### config.mk
export PLATFORM = sky130hd
export DESIGN_NAME = final_layer_sequencer_flat
export DESIGN_NICKNAME = d
export VERILOG_FILES = /design/src/rtl/final_layer_sequencer_if.sv /design/src/rtl/final_layer_sequencer.sv /design/src/flat_wrapper.sv
export SDC_FILE = /design/constraint.sdc
export NUM_CORES = 1
export LEC_CHECK = 0
export ABC_CLOCK_PERIOD_IN_PS = 23700
export CAP_MARGIN = 5
export CORE_ASPECT_RATIO = 0.9
export CORE_UTILIZATION = 44
export DETAILED_ROUTE_END_ITERATION = 10
export GPL_TIMING_DRIVEN = 0
export MAX_ROUTING_LAYER = met4
export PLACE_DENSITY = 0.7
export SYNTH_ARGS = -nofsm -noshare
export SYNTH_HDL_FRONTEND = slang
export SYNTH_SLANG_ARGS = --single-unit
### constraint.sdc
create_clock -name clock -period 23.7 [get_ports clock]
set_input_delay 2.37 -clock clock [delete_from_list [all_inputs] [get_ports clock]]
set_output_delay 2.37 -clock clock [all_outputs]
set_load 0.01 [all_outputs]
### src/rtl/final_layer_sequencer_if.sv
// ---------------------------------------------------------------------------
// final_layer_sequencer_if
//   Bundles the classify request stream, the weight-memory read port and the
//   result stream of the BNN output-layer sequencer.
//
//   Signals:
//     in_valid / in_ready / data_in      : feature vector request handshake
//     weight_rd_en / weight_addr         : synchronous weight memory read
//     weight_data                        : read data, one cycle after rd_en
//     out_valid / out_ready              : result handshake
//     answer / best_score                : winning class and its score
//
//   Modports:
//     slave  : the sequencer itself
//     master : the surrounding system (request source, memory, consumer)
// ---------------------------------------------------------------------------
interface final_layer_sequencer_if #(
    parameter int NUM_INPUTS  = 196,
    parameter int NUM_NEURONS = 10,
    parameter int CHUNK       = 28,
    parameter int ADDR_W      = $clog2(NUM_NEURONS * (NUM_INPUTS / CHUNK)),
    parameter int SCORE_W     = $clog2(NUM_INPUTS + 1)
);
    logic                  in_valid;
    logic                  in_ready;
    logic [NUM_INPUTS-1:0] data_in;
    logic                  weight_rd_en;
    logic [ADDR_W-1:0]     weight_addr;
    logic [CHUNK-1:0]      weight_data;
    logic                  out_valid;
    logic                  out_ready;
    logic [3:0]            answer;
    logic [SCORE_W-1:0]    best_score;

    modport slave (
        input  in_valid, data_in, weight_data, out_ready,
        output in_ready, weight_rd_en, weight_addr, out_valid, answer, best_score
    );

    modport master (
        output in_valid, data_in, weight_data, out_ready,
        input  in_ready, weight_rd_en, weight_addr, out_valid, answer, best_score
    );
endinterface

### src/rtl/final_layer_sequencer.sv
// ---------------------------------------------------------------------------
// final_layer_sequencer
//   Time-multiplexed BNN output layer. One feature vector is captured, each
//   neuron's weights are streamed CHUNK bits per cycle from an external
//   synchronous memory, XNOR-popcount scores are accumulated per neuron and
//   the strictly-greater running maximum selects the winning class (ties keep
//   the lower index).
//
//   Ports:
//     clock : rising-edge clock
//     reset : asynchronous, active-high reset
//     bus   : final_layer_sequencer_if.slave (request, weight read, result)
// ---------------------------------------------------------------------------
module final_layer_sequencer #(
    parameter int NUM_INPUTS  = 196,
    parameter int NUM_NEURONS = 10,
    parameter int CHUNK       = 28,
    parameter int ADDR_W      = $clog2(NUM_NEURONS * (NUM_INPUTS / CHUNK)),
    parameter int SCORE_W     = $clog2(NUM_INPUTS + 1)
) (
    input  logic                    clock,
    input  logic                    reset,
    final_layer_sequencer_if.slave  bus
);
    localparam int CHUNKS  = NUM_INPUTS / CHUNK;
    localparam int CHUNK_W = (CHUNKS > 1) ? $clog2(CHUNKS) : 1;
    localparam int PC_W    = $clog2(CHUNK + 1);

    localparam logic [CHUNK_W-1:0] LAST_CHUNK = CHUNK_W'(CHUNKS - 1);
    localparam logic [ADDR_W-1:0]  LAST_ADDR  = ADDR_W'(NUM_NEURONS * CHUNKS - 1);

    typedef enum logic [1:0] {IDLE, RUN, DRAIN, DONE} state_t;

    function automatic logic [PC_W-1:0] popcount(input logic [CHUNK-1:0] v);
        logic [PC_W-1:0] n;
        n = '0;
        for (int i = 0; i < CHUNK; i++) begin
            n = n + PC_W'(v[i]);
        end
        return n;
    endfunction

    state_t                state;
    logic [NUM_INPUTS-1:0] data_reg;
    logic [CHUNK_W-1:0]    chunk;
    logic [3:0]            neuron;
    logic                  rd_en;
    logic [ADDR_W-1:0]     addr;
    logic                  out_valid_r;

    logic [CHUNK_W-1:0]    chunk_p1;
    logic [3:0]            neuron_p1;
    logic                  vld_p1;

    logic [SCORE_W-1:0]    acc;
    logic [SCORE_W-1:0]    best_val;
    logic [3:0]            best_idx;

    logic [CHUNK-1:0]      feat_p1;
    logic [PC_W-1:0]       pc_p1;
    logic [SCORE_W-1:0]    pc_ext_p1;
    logic [SCORE_W-1:0]    total_p1;

    logic                  accept;

    assign accept = (state == IDLE) && bus.in_valid;

    assign bus.in_ready     = (state == IDLE);
    assign bus.weight_rd_en = rd_en;
    assign bus.weight_addr  = addr;
    assign bus.out_valid    = out_valid_r;
    assign bus.answer       = best_idx;
    assign bus.best_score   = best_val;

    // ---- stage p1: weight word arrives, XNOR-popcount against its slice ----
    assign feat_p1   = data_reg[int'(chunk_p1) * CHUNK +: CHUNK];
    assign pc_p1     = popcount(~(bus.weight_data ^ feat_p1));
    assign pc_ext_p1 = SCORE_W'(pc_p1);
    // Full neuron total on its last chunk; with a single chunk acc is stale.
    assign total_p1  = (CHUNKS == 1) ? pc_ext_p1 : acc + pc_ext_p1;

    // Feature vector is plain data: captured on accept, never reset.
    always_ff @(posedge clock) begin
        if (accept) begin
            data_reg <= bus.data_in;
        end
    end

    always_ff @(posedge clock or posedge reset) begin
        if (reset) begin
            state       <= IDLE;
            chunk       <= '0;
            neuron      <= '0;
            rd_en       <= 1'b0;
            addr        <= '0;
            out_valid_r <= 1'b0;
            chunk_p1    <= '0;
            neuron_p1   <= '0;
            vld_p1      <= 1'b0;
            acc         <= '0;
            best_val    <= '0;
            best_idx    <= '0;
        end else begin
            // ---- stage p0 -> p1: remember which word the memory returns next ----
            vld_p1    <= rd_en;
            chunk_p1  <= chunk;
            neuron_p1 <= neuron;

            // ---- stage p1 -> accumulate / compare ----
            if (vld_p1) begin
                if (chunk_p1 == '0) begin
                    acc <= pc_ext_p1;
                end else begin
                    acc <= acc + pc_ext_p1;
                end
                // Neuron 0 always seeds the maximum; later ones must beat it strictly.
                if (chunk_p1 == LAST_CHUNK && (total_p1 > best_val || neuron_p1 == '0)) begin
                    best_val <= total_p1;
                    best_idx <= neuron_p1;
                end
            end

            case (state)
                IDLE: begin
                    if (bus.in_valid) begin
                        state    <= RUN;
                        rd_en    <= 1'b1;
                        addr     <= '0;
                        chunk    <= '0;
                        neuron   <= '0;
                        acc      <= '0;
                        best_val <= '0;
                        best_idx <= '0;
                    end
                end
                RUN: begin
                    if (addr == LAST_ADDR) begin
                        rd_en <= 1'b0;
                        state <= DRAIN;
                    end else begin
                        addr <= addr + ADDR_W'(1);
                        if (chunk == LAST_CHUNK) begin
                            chunk  <= '0;
                            neuron <= neuron + 4'd1;
                        end else begin
                            chunk <= chunk + CHUNK_W'(1);
                        end
                    end
                end
                DRAIN: begin
                    state       <= DONE;
                    out_valid_r <= 1'b1;
                end
                DONE: begin
                    if (bus.out_ready) begin
                        state       <= IDLE;
                        out_valid_r <= 1'b0;
                    end
                end
                default: state <= IDLE;
            endcase
        end
    end
endmodule

### src/flat_wrapper.sv
// flat-port wrapper written by rule: the top's interface ports become plain ports
module final_layer_sequencer_flat 
#(
    parameter int NUM_INPUTS  = 196,
    parameter int NUM_NEURONS = 10,
    parameter int CHUNK       = 28,
    parameter int ADDR_W      = $clog2(NUM_NEURONS * (NUM_INPUTS / CHUNK)),
    parameter int SCORE_W     = $clog2(NUM_INPUTS + 1)
)
  (clock, reset, bus_in_valid, bus_data_in, bus_weight_data, bus_out_ready, bus_in_ready, bus_weight_rd_en, bus_weight_addr, bus_out_valid, bus_answer, bus_best_score);
  final_layer_sequencer_if #(.NUM_INPUTS(NUM_INPUTS), .NUM_NEURONS(NUM_NEURONS), .CHUNK(CHUNK), .ADDR_W(ADDR_W), .SCORE_W(SCORE_W)) bus_i ();
  input  logic clock;
  input  logic reset;
  input wire logic [$bits(bus_i.in_valid)-1:0] bus_in_valid;
  input wire logic [$bits(bus_i.data_in)-1:0] bus_data_in;
  input wire logic [$bits(bus_i.weight_data)-1:0] bus_weight_data;
  input wire logic [$bits(bus_i.out_ready)-1:0] bus_out_ready;
  output wire logic [$bits(bus_i.in_ready)-1:0] bus_in_ready;
  output wire logic [$bits(bus_i.weight_rd_en)-1:0] bus_weight_rd_en;
  output wire logic [$bits(bus_i.weight_addr)-1:0] bus_weight_addr;
  output wire logic [$bits(bus_i.out_valid)-1:0] bus_out_valid;
  output wire logic [$bits(bus_i.answer)-1:0] bus_answer;
  output wire logic [$bits(bus_i.best_score)-1:0] bus_best_score;
  assign bus_i.in_valid = bus_in_valid;
  assign bus_i.data_in = bus_data_in;
  assign bus_i.weight_data = bus_weight_data;
  assign bus_i.out_ready = bus_out_ready;
  assign bus_in_ready = bus_i.in_ready;
  assign bus_weight_rd_en = bus_i.weight_rd_en;
  assign bus_weight_addr = bus_i.weight_addr;
  assign bus_out_valid = bus_i.out_valid;
  assign bus_answer = bus_i.answer;
  assign bus_best_score = bus_i.best_score;
  final_layer_sequencer #(.NUM_INPUTS(NUM_INPUTS), .NUM_NEURONS(NUM_NEURONS), .CHUNK(CHUNK), .ADDR_W(ADDR_W), .SCORE_W(SCORE_W)) u_core (.clock(clock), .reset(reset), .bus(bus_i));
endmodule
Yosys cells after proc, flatten, opt, wreduce, memory -nomap -nowiden. Index checks and enable logic that the tools add are counted. W data, S select, Z words.

Register bits after elaboration: 242. Output and inout port bits: 22. Input bits: 228. Logic and storage cells: 105.

Multipliers: 1. Bitwise operators: 2. Shift operators: 1. Mux-type cells: 32. $add $sub $neg: 31. Order comparisons: 1. Reductions and logical operators: 13. Equal/unequal tests: 11.

Operator list (number): $shiftx A196 B32 Y28 (1); $add A5 B1 Y5 (26); $mux W8 (8); $mux W4 (7); $not A28 Y28 (1); $xor A28 B28 Y28 (1); $mux W7 (2); $pmux W7 S2 (1); $mux W3 (3); $reduce_and A3 Y1 (3); $add A8 B5 Y8 (1); $gt A8 B8 Y1 (1); $pmux W2 S4 (1); $pmux W4 S2 (1); $add A7 B1 Y7 const B (1); $eq A7 B7 Y1 const B (1); $eq A3 B3 Y1 const B (2); $mul A3 B3 Y6 const B (1); $mux W2 (3); $ne A2 B2 Y1 const B (3); $pmux W3 S2 (1); $add A4 B1 Y4 const B (1); $eq A2 B2 Y1 const B (2); $logic_not A4 Y1 (1); 13 further kinds (19).

Logic depth before layout (Yosys ltp). Gate-level depths: netlist of run 1.

Depth in word-level cells: 39. Mapped depth: 34. Depth with buffers taken out: 31.

Worst setup path after synthesis of run 1. OpenSTA, ideal clock, no wires.

Path kind: input-to-reg. From: input port bus_weight_data[0]. To: register u_core.best_val[6] (netlist: u_core.bus.best_score[6]). Slack: 14.100 ns. Stages: 28. Required time: 23.573 ns. Arrival: 9.473 ns. Library setup time: 0.127 ns. Buffers on the path: 1. Cell sequence: xor2_1 ha_1 inv_1 fa_1 fa_1 fa_1 fa_1 fa_1 inv_1 fa_1 fa_1 inv_1 fa_1 nor2b_1 o21a_1 or3_1 and2_1 ha_1 a21o_1 nand2_1 and3_1 or2_2 ha_1 a21o_1 a211oi_1 a31oi_2 buf_6 mux2i_1.

Word-level cells in the longest chain between the ends: 37.

RTL lines: start, declared (line flat_wrapper.sv:16) `input wire logic [$bits(bus_i.weight_data)-1:0] bus_weight_data;`; $xor A28 B28 Y28 (*) (line final_layer_sequencer.sv:77) `assign pc_p1 = popcount(~(bus.weight_data ^ feat_p1));`; $not A28 Y28 (*) (line final_layer_sequencer.sv:77); $add A1 B1 Y2 (*) (line final_layer_sequencer.sv:38) `n = n + PC_W'(v[i]);`; $add A5 B1 Y5 (*) (26 in a row) (line final_layer_sequencer.sv:38); $add A8 B5 Y8 (*) (line final_layer_sequencer.sv:80) `assign total_p1 = (CHUNKS == 1) ? pc_ext_p1 : acc + pc_ext_p1;`; $gt A8 B8 Y1 (line final_layer_sequencer.sv:117) `if (chunk_p1 == LAST_CHUNK && (total_p1 > best_val || neuron_p1 == '0)) begin`; $logic_or A1 B1 Y1 (line final_layer_sequencer.sv:117); $logic_and A1 B1 Y1 (line final_layer_sequencer.sv:117); $mux W8 (*) (line final_layer_sequencer.sv:117); $mux W8 (*) (line final_layer_sequencer.sv:110) `if (vld_p1) begin`; $mux W8 (line final_layer_sequencer.sv:125) `if (bus.in_valid) begin`; $mux W8 (*) (line final_layer_sequencer.sv:123) `case (state)`; end signal, assigned (line final_layer_sequencer.sv:118) `best_val <= total_p1;`; end, declared (line final_layer_sequencer.sv:56) `logic [SCORE_W-1:0] best_val;`.

Every way passes the cells marked *; elsewhere a longest branch is shown, timed or not. A chain may end at the register's enable or synchronous reset.

Worst setup path in the final report of run 1.
From: input port bus_weight_data[0]. To: register u_core.best_idx[2] (netlist: u_core.bus.answer[2]).

Word-level cells in the longest chain between the ends: 37.

RTL lines: $xor A28 B28 Y28 (*) (line final_layer_sequencer.sv:77); $not A28 Y28 (*) (line final_layer_sequencer.sv:77); $add A1 B1 Y2 (*) (line final_layer_sequencer.sv:38); $add A5 B1 Y5 (*) (26 in a row) (line final_layer_sequencer.sv:38); $add A8 B5 Y8 (*) (line final_layer_sequencer.sv:80); $gt A8 B8 Y1 (*) (line final_layer_sequencer.sv:117); $logic_or A1 B1 Y1 (*) (line final_layer_sequencer.sv:117); $logic_and A1 B1 Y1 (*) (line final_layer_sequencer.sv:117); $mux W4 (*) (line final_layer_sequencer.sv:117); $mux W4 (*) (line final_layer_sequencer.sv:110); $mux W4 (line final_layer_sequencer.sv:125); $mux W4 (*) (line final_layer_sequencer.sv:123); end signal, assigned (line final_layer_sequencer.sv:119) `best_idx <= neuron_p1;`; end, declared (line final_layer_sequencer.sv:57) `logic [3:0] best_idx;`.

Marked as above.

==> run_results.csv, run 1 <==
group,metric,value,unit
logic_synthesis,syn_area,11020,um^2
place,pre_cts_ws,13.04,ns
clock_network,clkSlewWorstSetupHoldPaths,0.06,ns
logic_synthesis,ys_ff_latch,242,
logic_synthesis,synth_mux_area_frac,0.1010,
floorplan,die_w,168.8,um
global_routing,grt_pass1_wl,39.85,mm
timing,setup_viol_count_final,0,
clock_network,insertion_delay,0.53,ns
clock_network,cts_setup_buffers,0,
cells_and_area,area_growth,33.83,%
worst_setup_path,startpoint,"bus_weight_data[0]",
worst_setup_path,worstPathMaxFanout,10,
timing,rsz0062_at_grt,"no",
cells_and_area,nets,1285,
cells_and_area,layout.cells.most_common,"clkdlybuf4s50_1",
logic_synthesis,synth_compound_area_frac,0.06732,
detailed_routing,dr.pass1.iters,4,
detailed_routing,drt_iter0_markers,393,
worst_setup_path,path_buf_inv,5,
clock_network,cts.root.buffer_cell,"clkbuf_16",
floorplan,dieArea,25690,um^2
global_routing,grt_max_degree,124,
logic_synthesis,synth_edf_count,196,
global_routing,grt_overflow,0,
worst_setup_path,worstSetupStartpointType,"input pin",
logic_synthesis,synth_ff_type,"edfxtp_1",
worst_setup_path,crit_arrival,10.55,ns
global_routing,grt_pass1_vias,7251,
timing,skew,0.01827,ns
timing,fin_crit_sh,0.4266,
cells_and_area,drive_gt1_frac,0.09393,
detailed_routing,avgViaCountPerCell,4.982,
hold_path,holdPathEnd,"u_core.neuron_p1[3]",
place,place_congestion,0.8737,
detailed_routing,wire_per_inst,18.81,um
worst_setup_path,slowest_stage,"fa_1",
detailed_routing,routed-via-count,6786,
clock_network,clock-sinks,242,
logic_synthesis,synth_area_per_cell,15.16,um^2
floorplan,start_util,0.4519,
detailed_routing,antenna_left,0,
hold_path,min-delay-start,"u_core.neuron[3]",
detailed_routing,drc,0,
clock_network,cts_tree,"built",
clock_network,clk_path_buf_depth,3,
timing,drv_slew,0,
floorplan,ios,250,
timing,maxSlewHeadroom,0.5352,
logic_synthesis,netlist_instances,727,
detailed_routing,wl_met1,10.59,mm
place,portBuffers,249,
logic_synthesis,synth-xor-area-share,0.03258,
timing,setup_slack,13.59,ns
timing,hold_viol,0,
floorplan,coreArea,24390,um^2
logic_synthesis,synth_simple_gate_area_frac,0.05778,
logic_synthesis,ys_types,58,
worst_setup_path,cp.required,24.14,ns
logic_synthesis,synthArstFlopShare,0.1901,
logic_synthesis,synth_fa_ha_area_frac,0.07220,
worst_setup_path,timing.rr.end,"u_core.bus.answer[2]",
worst_setup_path,critical_path.most_common_cell,"fa_1",
worst_setup_path,rr_worst_depth,31,
cells_and_area,fillers,1910,
detailed_routing,dr.max_layer_used,"met4",
clock_network,cts_hold_buf,0,
detailed_routing,wl,25.61,mm
logic_synthesis,ys_warn_count,0,
detailed_routing,dr_wl_met2,12.52,mm
hold_path,worstHoldPathType,"flip-flop to flip-flop",
detailed_routing,dr_wl_met3,1.940,mm
hold_path,hold_depth,0,
power,p_leak,5.403,nW
logic_synthesis,seq_area_frac_synth,0.6384,
worst_setup_path,cp-end-kind,"flip-flop",
status,status,"finished clean",
worst_setup_path,rrSetupSlack,14.27,ns
flow_run,drv_cap,0,
timing,finalCriticalPeriod,10.11,ns
logic_synthesis,syn-num-nets,1006,
floorplan,die_h,152.2,um
floorplan,num_rows,54,
power,power_density,97.86,nW/um^2
power,ir_drop,166.3,uV
clock_network,ctsHtreeMaxLevel,1,
worst_setup_path,path_class,"input pin to flip-flop",
worst_setup_path,cpLargestDelayFamily,"adder cells",
logic_synthesis,synth_top_family_by_area,"multiplexers",
cells_and_area,largest_reg_flops,196,
clock_network,cts_resized,0,
timing,max_clock_freq,0.09891,GHz
worst_setup_path,max_stage_delay,0.55,ns
cells_and_area,mostFrequentLayoutCells,"clkdlybuf4s50_1 (249), edfxtp_1 (196), nand2_1 (69), mux2i_1 (46), dfrtp_1 (46)",
global_routing,grt.total_usage,0.2123,
clock_network,numCtsBuffers,26,
timing,fin_setup_tns,0,ns
timing,worst_pin_slew,0.6971,ns
worst_setup_path,r2r-start,"u_core.chunk_p1[1]",
place,hpwlAfterDp,19.22,mm
global_routing,antenna_found_initial,4,
cells in the mapped netlist (3+ instances only):
| cell type | count | area share |
|---|---|---|
| a21o_1 | 5 | 0.0034 |
| a21oi_1 | 12 | 0.0054 |
| a22o_1 | 4 | 0.0032 |
| a31oi_1 | 4 | 0.0023 |
| and2_1 | 3 | 0.0017 |
| buf_2 | 9 | 0.0041 |
| buf_4 | 4 | 0.0027 |
| buf_6 | 5 | 0.0051 |
| clkbuf_1 | 10 | 0.0034 |
| dfrtp_1 | 46 | 0.10 |
| edfxtp_1 | 196 | 0.53 |
| fa_1 | 21 | 0.038 |
| ha_1 | 30 | 0.034 |
| inv_1 | 44 | 0.015 |
| mux2_2 | 4 | 0.0041 |
| mux2i_1 | 46 | 0.042 |
| mux4_2 | 26 | 0.053 |
| nand2_1 | 69 | 0.023 |
| nand2b_1 | 5 | 0.0028 |
| nand3_1 | 7 | 0.0032 |
| nand4_1 | 5 | 0.0028 |
| nor2_1 | 17 | 0.0058 |
| nor2b_1 | 10 | 0.0057 |
| o211ai_1 | 28 | 0.019 |
| o21ai_0 | 10 | 0.0045 |
| o21ai_1 | 26 | 0.012 |
| o22ai_1 | 4 | 0.0023 |
| xnor2_1 | 27 | 0.021 |
| xor2_1 | 14 | 0.011 |
worst register-to-register path: cells and delay by family, from the launching register on:
| family | cells | cell delay, ns |
|---|---|---|
| buffers and inverters | 5 | 1.01 |
| adder cells (fa/ha/maj) | 11 | 4.66 |
| multiplexers | 2 | 0.63 |
| flip-flops | 1 | 0.48 |
| AO/OA/AOI/OAI | 5 | 0.95 |
| AND/OR/NAND/NOR | 7 | 1.29 |
| XOR/XNOR | 1 | 0.30 |
power by group:
| group | switching (mW) | internal (mW) | leakage, nW |
|---|---|---|---|
| Combinational | 0.348 | 0.273 | 2.72 |
| Clock | 0.158 | 0.204 | 0.360 |
| Sequential | 0 | 0.460 | 2.32 |
layer usage:
layer  track usage  up-vias
li1              -     3270
met1        0.2638     3273
met2        0.3400      211
met3       0.06026       32
met4       0.05801        0
met5             -        -
stage by stage:
| step | util | instance area (um^2) | total power [mW] | hold WS (ns) | instances |
|---|---|---|---|---|---|
| 2_1_floorplan | - | 11020 | 0.9234 | 0.3729 | 727 |
| 3_3_place_gp | 0.5713 | 13930 | 1.071 | 0.3792 | 1312 |
| 3_5_place_dp | 0.5736 | 13990 | 1.080 | 0.3807 | 1314 |
| 4_1_cts | 0.6043 | 14740 | 1.452 | 0.4001 | 1358 |
| 5_1_grt | 0.6048 | 14750 | 1.570 | 0.4270 | 1362 |
| 6_report | 0.6048 | 14750 | 1.444 | 0.3982 | 1362 |
area by class of cell:
type                            instances  area (um^2)  area share
Sequential cell                       242         7037      0.4771
Multi-Input combinational cell        412         3647      0.2473
Timing Repair Buffer                  251         2540      0.1722
Clock buffer                           35        694.4     0.04708
Tap cell                              336        420.4     0.02850
Buffer                                 29        172.7     0.01171
Inverter                               44        172.7     0.01171
Clock inverter                          9        56.30    0.003817
Antenna cell                            4        10.01   0.0006786
cells by family (layout without fill, tap and decap cells):
family | Yosys count | after routing
flops | 242 | 242
simple gates | 132 | 132
compound gates | 111 | 111
mux | 77 | 77
buf+inv | 73 | 368
fa+ha+maj | 51 | 51
xor+xnor | 41 | 41
other cells | 0 | 4
worst max path at each step:
stage / to / cells after the start / slack, ns
after floorplan: u_core.bus.best_score[6] / 28 / 14.10
after global placement: u_core.bus.answer[0] / 29 / 13.09
after detailed placement: u_core.bus.answer[2] / 29 / 13.04
after CTS: u_core.bus.answer[2] / 29 / 13.55
after global routing: u_core.bus.best_score[1] / 29 / 13.12
final: u_core.bus.answer[2] / 29 / 13.59
No activity file was read; power rests on OpenSTA's default activity.
==> run 2: changes to the inputs <==
ABC_CLOCK_PERIOD_IN_PS = 8100   (was 23700)
PLACE_DENSITY = 0.73   (was 0.7)
clock period = 8.1 ns   (was 23.7 ns; I/O delays follow)
==> run 2 against run 1 <==
  * The run now ends with setup timing left
  * Final area increased by 4.2%
  * Register-to-register slack got worse by 15 ns
  * Critical path depth increased by 6
  * Critical path type is now flip-flop to flip-flop
  * Critical endpoint is now u_core.bus.best_score[0]
==> run_results.csv, run 2 (synthesized netlist as in run 1, its figures left out) <==
group,metric,value,unit
detailed_routing,wire_per_inst,19.00,um
power,ir_drop,464.2,uV
power,p_total,4.608,mW
worst_setup_path,cp.required,8.51,ns
detailed_routing,routed-via-count,6975,
global_routing,antenna_found_initial,2,
place,pre_cts_ws,-0.9923,ns
timing,finalCriticalPeriod,8.614,ns
timing,rsz0062_at_grt,"yes",
worst_setup_path,max_stage_delay,0.59,ns
timing,fin_crit_sh,1.064,
clock_network,cts_tree,"built",
cells_and_area,nets,1307,
detailed_routing,drt_iter0_markers,354,
detailed_routing,avgViaCountPerCell,5.032,
place,portBuffers,249,
power,p_leak,5.664,nW
worst_setup_path,path_class,"flip-flop to flip-flop",
clock_network,ctsHtreeMaxLevel,1,
worst_setup_path,crit_arrival,9.02,ns
detailed_routing,dr.pass1.iters,4,
floorplan,dieArea,25690,um^2
flow_run,drv_cap,0,
floorplan,die_w,168.8,um
timing,skew,0.02352,ns
hold_path,worstHoldPathType,"flip-flop to flip-flop",
floorplan,start_util,0.4519,
timing,setup_viol_count_final,12,
global_routing,grt_overflow,0,
floorplan,num_rows,54,
cells_and_area,area_growth,39.46,%
floorplan,ios,250,
global_routing,grt.total_usage,0.2162,
worst_setup_path,cp-end-kind,"flip-flop",
timing,maxSlewHeadroom,0.3806,
worst_setup_path,slowest_stage,"fa_1",
clock_network,cts.root.buffer_cell,"clkbuf_16",
cells_and_area,layout.cells.most_common,"clkdlybuf4s50_1",
timing,drv_slew,0,
clock_network,numCtsBuffers,26,
place,hpwlAfterDp,19.10,mm
cells_and_area,fillers,1809,
worst_setup_path,worstPathMaxFanout,6,
timing,setup_slack,-0.5145,ns
timing,hold_viol,0,
clock_network,insertion_delay,0.54,ns
global_routing,grt_pass1_wl,40.74,mm
clock_network,clk_path_buf_depth,3,
timing,hold-worst-slack,0.4077,ns
floorplan,die_h,152.2,um
timing,worst_pin_slew,0.9206,ns
status,status,"finished, violations left",
cells_and_area,mostFrequentLayoutCells,"clkdlybuf4s50_1 (249), edfxtp_1 (196), nand2_1 (69), mux2i_1 (45), dfrtp_1 (45)",
global_routing,grt_max_degree,107,
clock_network,clkSlewWorstSetupHoldPaths,0.06,ns
cells_and_area,drive_gt1_frac,0.1508,
status,violations,"setup timing",
clock_network,clock-sinks,242,
place,place_congestion,0.8141,
floorplan,coreArea,24390,um^2
detailed_routing,drc,0,
worst_setup_path,critical_path.most_common_cell,"fa_1",
global_routing,grt_pass1_vias,7364,
cells_and_area,largest_reg_flops,196,
detailed_routing,antenna_left,0,
worst_setup_path,worstSetupStartpointType,"flip-flop",
clock_network,cts_hold_buf,0,
power,power_density,299.8,nW/um^2
timing,max_clock_freq,0.1161,GHz
detailed_routing,wl,26.33,mm
==> run 2: changes by cell type in the layout (fill, tap and decap cells not counted), sizes merged <==
cell | previous run | this run
clkinvlp | 1 | 3
diode | 4 | 2
bufinv | 0 | 3
buf | 21 | 42
clkbuf | 45 | 41
inv | 45 | 47
clkinv | 7 | 9
==> run 2: repair_timing <==
action                     4_1_cts  5_1_grt
gates resized for setup         37       11
buffers inserted                13        8
setup endpoints to repair       12       12
pin swaps                       21       15
cloned                           1        0
==> run 2: layer usage <==
| metal | global-route usage | wire [um] |
|---|---|---|
| met1 | 0.2606 | 10700 |
| met2 | 0.3591 | 13060 |
| met3 | 0.05273 | 1778 |
| met4 | 0.06580 | 790 |
| met5 | - | 0 |
==> run 2: metrics by stage <==
stage | area, um^2 | setup TNS [ns] | util | instances
2_1_floorplan | 11090 | 0 | - | 727
3_3_place_gp | 14000 | -9.622 | 0.5742 | 1312
3_5_place_dp | 14060 | -11.21 | 0.5764 | 1314
4_1_cts | 15250 | -6.355 | 0.6254 | 1376
5_1_grt | 15370 | -8.375 | 0.6302 | 1386
6_report | 15370 | -5.634 | 0.6302 | 1386
==> run 2: area by class of cell <==
| type | instances | area, um^2 | share of cell area |
|---|---|---|---|
| sequential | 242 | 7038 | 0.4579 |
| multi-input combinational | 412 | 3814 | 0.2481 |
| timing repair buffer | 273 | 2745 | 0.1786 |
| clock buffer | 30 | 708.2 | 0.04607 |
| tap | 336 | 420.4 | 0.02735 |
| buffer | 29 | 261.5 | 0.01701 |
| clock inverter | 18 | 206.4 | 0.01343 |
| inverter | 44 | 172.7 | 0.01123 |
| antenna | 2 | 5.005 | 0.0003256 |
==> run 2: worst paths after layout <==
check	startpoint	slack [ns]	end	depth (start not counted)
setup / recovery	u_core.chunk_p1[0]	-0.51	u_core.bus.best_score[0]	35
hold / removal	u_core.neuron[3]	0.41	u_core.neuron_p1[3]	0
setup reg to reg	u_core.chunk_p1[0]	-0.51	u_core.bus.best_score[0]	35
hold reg to reg	u_core.neuron[3]	0.41	u_core.neuron_p1[3]	0
max in group asynchronous	reset	7.15	u_core.chunk_p1[1]	3
min in group asynchronous	reset	0.49	u_core.bus.best_score[4]	2
==> run 2: critical path, delay by kind of cell (launching register included) <==
kind                     cells  cell delay (ns)
AO/OA/AOI/OAI                6             0.97
XOR/XNOR                     1             0.21
adder cells (fa/ha/maj)     11             4.33
buffers and inverters       10             1.21
flip-flops                   1             0.36
multiplexers                 2             0.66
AND/OR/NAND/NOR              5             0.76
==> run 2: where the power goes <==
group          internal [mW]  switching, mW  leakage, nW
combinational          0.937           1.09         2.90
sequential              1.34              0         2.32
clock                  0.732          0.502        0.440
total                   3.01           1.59         5.66
==> run 3: changes to the inputs <==
CTS_BUF_LIST = sky130_fd_sc_hd__clkbuf_8   (was unset)
==> run 3 against run 2 <==
  * The flow still finishes with violations (setup timing)
  * Final cell count rose by 1.3%
  * Via count is 1.1% higher
  * Largest cell class unchanged
  * Largest power group unchanged
  * Clock power decreased by 19%
  * Global-route usage rose by 0.11 points
  * Hold slack is essentially flat
  * Routed wire length shrank 0.17%
  * Setup slack better by 0.030 ns
  * Sequential power about the same
  * Sequential share of layout area increased by 0.80 points
  * Final area fell by 1.7%
  * Non-clock buffer count is 5 lower
  * First-iteration DRC count decreased by 3.1%
==> run_results.csv, run 3 (synthesized netlist as in run 1, its figures left out) <==
group,metric,value,unit
timing,setup_slack,-0.4849,ns
global_routing,grt_max_degree,107,
global_routing,grt_overflow,0,
timing,setup_viol_count_final,12,
place,pre_cts_ws,-0.9923,ns
timing,rsz0062_at_grt,"yes",
timing,skew,0.03234,ns
detailed_routing,dr.pass1.iters,5,
detailed_routing,routed-via-count,7053,
detailed_routing,wl,26.28,mm
timing,maxSlewHeadroom,0.4539,
clock_network,numCtsBuffers,41,
place,place_congestion,0.8141,
global_routing,grt_pass1_vias,7483,
cells_and_area,instances_no_fill,1404,
worst_setup_path,path_buf_inv,7,
worst_setup_path,r2r-start,"u_core.chunk_p1[0]",
timing,max_clock_freq,0.1165,GHz
worst_setup_path,startpoint,"u_core.chunk_p1[0]",
status,violations,"setup timing",
power,p_leak,5.612,nW
worst_setup_path,cp-end-kind,"flip-flop",
floorplan,num_rows,54,
power,p_int,2.782,mW
timing,worst_pin_slew,0.8116,ns
flow_run,drv_cap,0,
power,ir_drop,458.9,uV
power,power_frac_seq,0.311,
place,hpwlAfterDp,19.10,mm
floorplan,dieArea,25690,um^2
clock_network,clkSlewWorstSetupHoldPaths,0.06,ns
floorplan,ios,250,
status,status,"finished, violations left",
worst_setup_path,timing.rr.end,"u_core.bus.best_score[0]",
clock_network,insertion_delay,0.54,ns
timing,fin_setup_tns,-5.282,ns
worst_setup_path,critical_path.most_common_cell,"fa_1",
global_routing,grt.total_usage,0.2174,
cells_and_area,largest_reg_flops,196,
cells_and_area,layout.cells.most_common,"clkdlybuf4s50_1",
timing,hold_viol,0,
clock_network,clock-sinks,242,
power,p_total,4.323,mW
clock_network,ctsHtreeMaxLevel,2,
clock_network,cts_hold_buf,0,
worst_setup_path,rr_worst_depth,33,
place,dp_cells,1314,
worst_setup_path,max_stage_delay,0.59,ns
detailed_routing,drc,0,
detailed_routing,avgViaCountPerCell,5.024,
timing,finalCriticalPeriod,8.585,ns
worst_setup_path,rrSetupSlack,-0.48,ns
cells_and_area,mostFrequentLayoutCells,"clkdlybuf4s50_1 (249), edfxtp_1 (196), nand2_1 (69), inv_1 (53)",
detailed_routing,wire_per_inst,18.72,um
floorplan,coreArea,24390,um^2
floorplan,die_w,168.8,um
cells_and_area,drive_gt1_frac,0.1473,
cells_and_area,area_growth,37.06,%
clock_network,cts.root.buffer_cell,"clkbuf_8",
cells_and_area,nets,1317,
worst_setup_path,worstPathMaxFanout,6,
hold_path,worstHoldPathType,"flip-flop to flip-flop",
worst_setup_path,cp-endpoint,"u_core.bus.best_score[0]",
floorplan,start_util,0.4519,
clock_network,cts_tree,"built",
place,portBuffers,249,
power,comb_power_share,0.458,
worst_setup_path,path_class,"flip-flop to flip-flop",
detailed_routing,antenna_left,0,
worst_setup_path,slowest_stage,"fa_1",
timing,fin_crit_sh,1.060,
timing,drv_slew,0,
power,p_clk_frac,0.231,
worst_setup_path,cpLargestDelayFamily,"adder cells",
power,switchingPower,1.541,mW
hold_path,hold_depth,0,
worst_setup_path,crit_arrival,9.02,ns
global_routing,antenna_found_initial,2,
clock_network,clk_path_buf_depth,3,
worst_setup_path,worstSetupStartpointType,"flip-flop",
worst_setup_path,cp.required,8.54,ns
detailed_routing,drt_iter0_markers,343,
worst_setup_path,cp_num_cells,33,
global_routing,grt_pass1_wl,40.74,mm
floorplan,die_h,152.2,um
power,power_density,286.2,nW/um^2
power,sw_frac_of_total,0.3564,
run 3: timing repair:
item / 4_1_cts / 5_1_grt
resized for setup: 37 / 6
pin swaps: 20 / 15
setup buffers: 13 / 4
cloned: 1 / 0
endpoints found under the setup margin: 12 / 12
run 3: area by class of cell:
class	count	area, um^2
Multi-Input combinational cell	412	3784
Inverter	44	172.7
Timing Repair Buffer	268	2688
Sequential cell	242	7038
Buffer	29	256.5
Clock buffer	43	591.8
Fill cell	1859	9284
Antenna cell	2	5.005
Clock inverter	28	151.4
Tap cell	336	420.4
run 3: worst register-to-register path, delay by kind of cell, from the launching register on:
family,cells,cell delay [ns]
adders and majority gates,11,4.35
muxes,2,0.72
and+or+nand+nor,7,1.25
AOI/OAI and AO/OA,5,0.90
DFF,1,0.35
buffers and inverters,7,0.70
xor gates and xnor gates,1,0.22
run 3: layer usage:
| layer | vias up | global-route usage | part of all wire | routed length [um] |
|---|---|---|---|---|
| li1 | 3338 | - | - | - |
| met1 | 3404 | 0.2619 | 0.41 | 10670 |
| met2 | 259 | 0.3538 | 0.49 | 12850 |
| met3 | 52 | 0.05948 | 0.076 | 1986 |
| met4 | 0 | 0.07143 | 0.030 | 778 |
| met5 | - | - | 0 | 0 |
run 3: power by group through the flow:
stage | combinational (mW) | clock [mW] | sequential (mW)
final | 1.98 | 0.999 | 1.35
after global placement | 1.78 | 0 | 1.37
after detailed placement | 1.84 | 0 | 1.37
after global routing | 2.26 | 1.08 | 1.34
after CTS | 1.93 | 1.03 | 1.35
after floorplan | 1.36 | 0 | 1.37
run 3: worst min-delay path by stage:
stage | startpoint | to | slack, ns
2_1_floorplan | u_core.neuron[3] | u_core.neuron_p1[3] | 0.37
3_3_place_gp | u_core.neuron[3] | u_core.neuron_p1[3] | 0.39
3_5_place_dp | u_core.neuron[3] | u_core.neuron_p1[3] | 0.40
4_1_cts | u_core.neuron[3] | u_core.neuron_p1[3] | 0.41
5_1_grt | u_core.neuron[3] | u_core.neuron_p1[3] | 0.43
6_report | u_core.neuron[3] | u_core.neuron_p1[3] | 0.41
run 3: per-stage QoR:
stage | utilization | hold WS, ns | area (um^2)
floorplan | - | 0.3729 | 11090
global placement | 0.5742 | 0.3865 | 14000
detailed placement | 0.5764 | 0.3951 | 14060
CTS | 0.6180 | 0.4091 | 15070
global route | 0.6194 | 0.4281 | 15110
finish | 0.6194 | 0.4082 | 15110
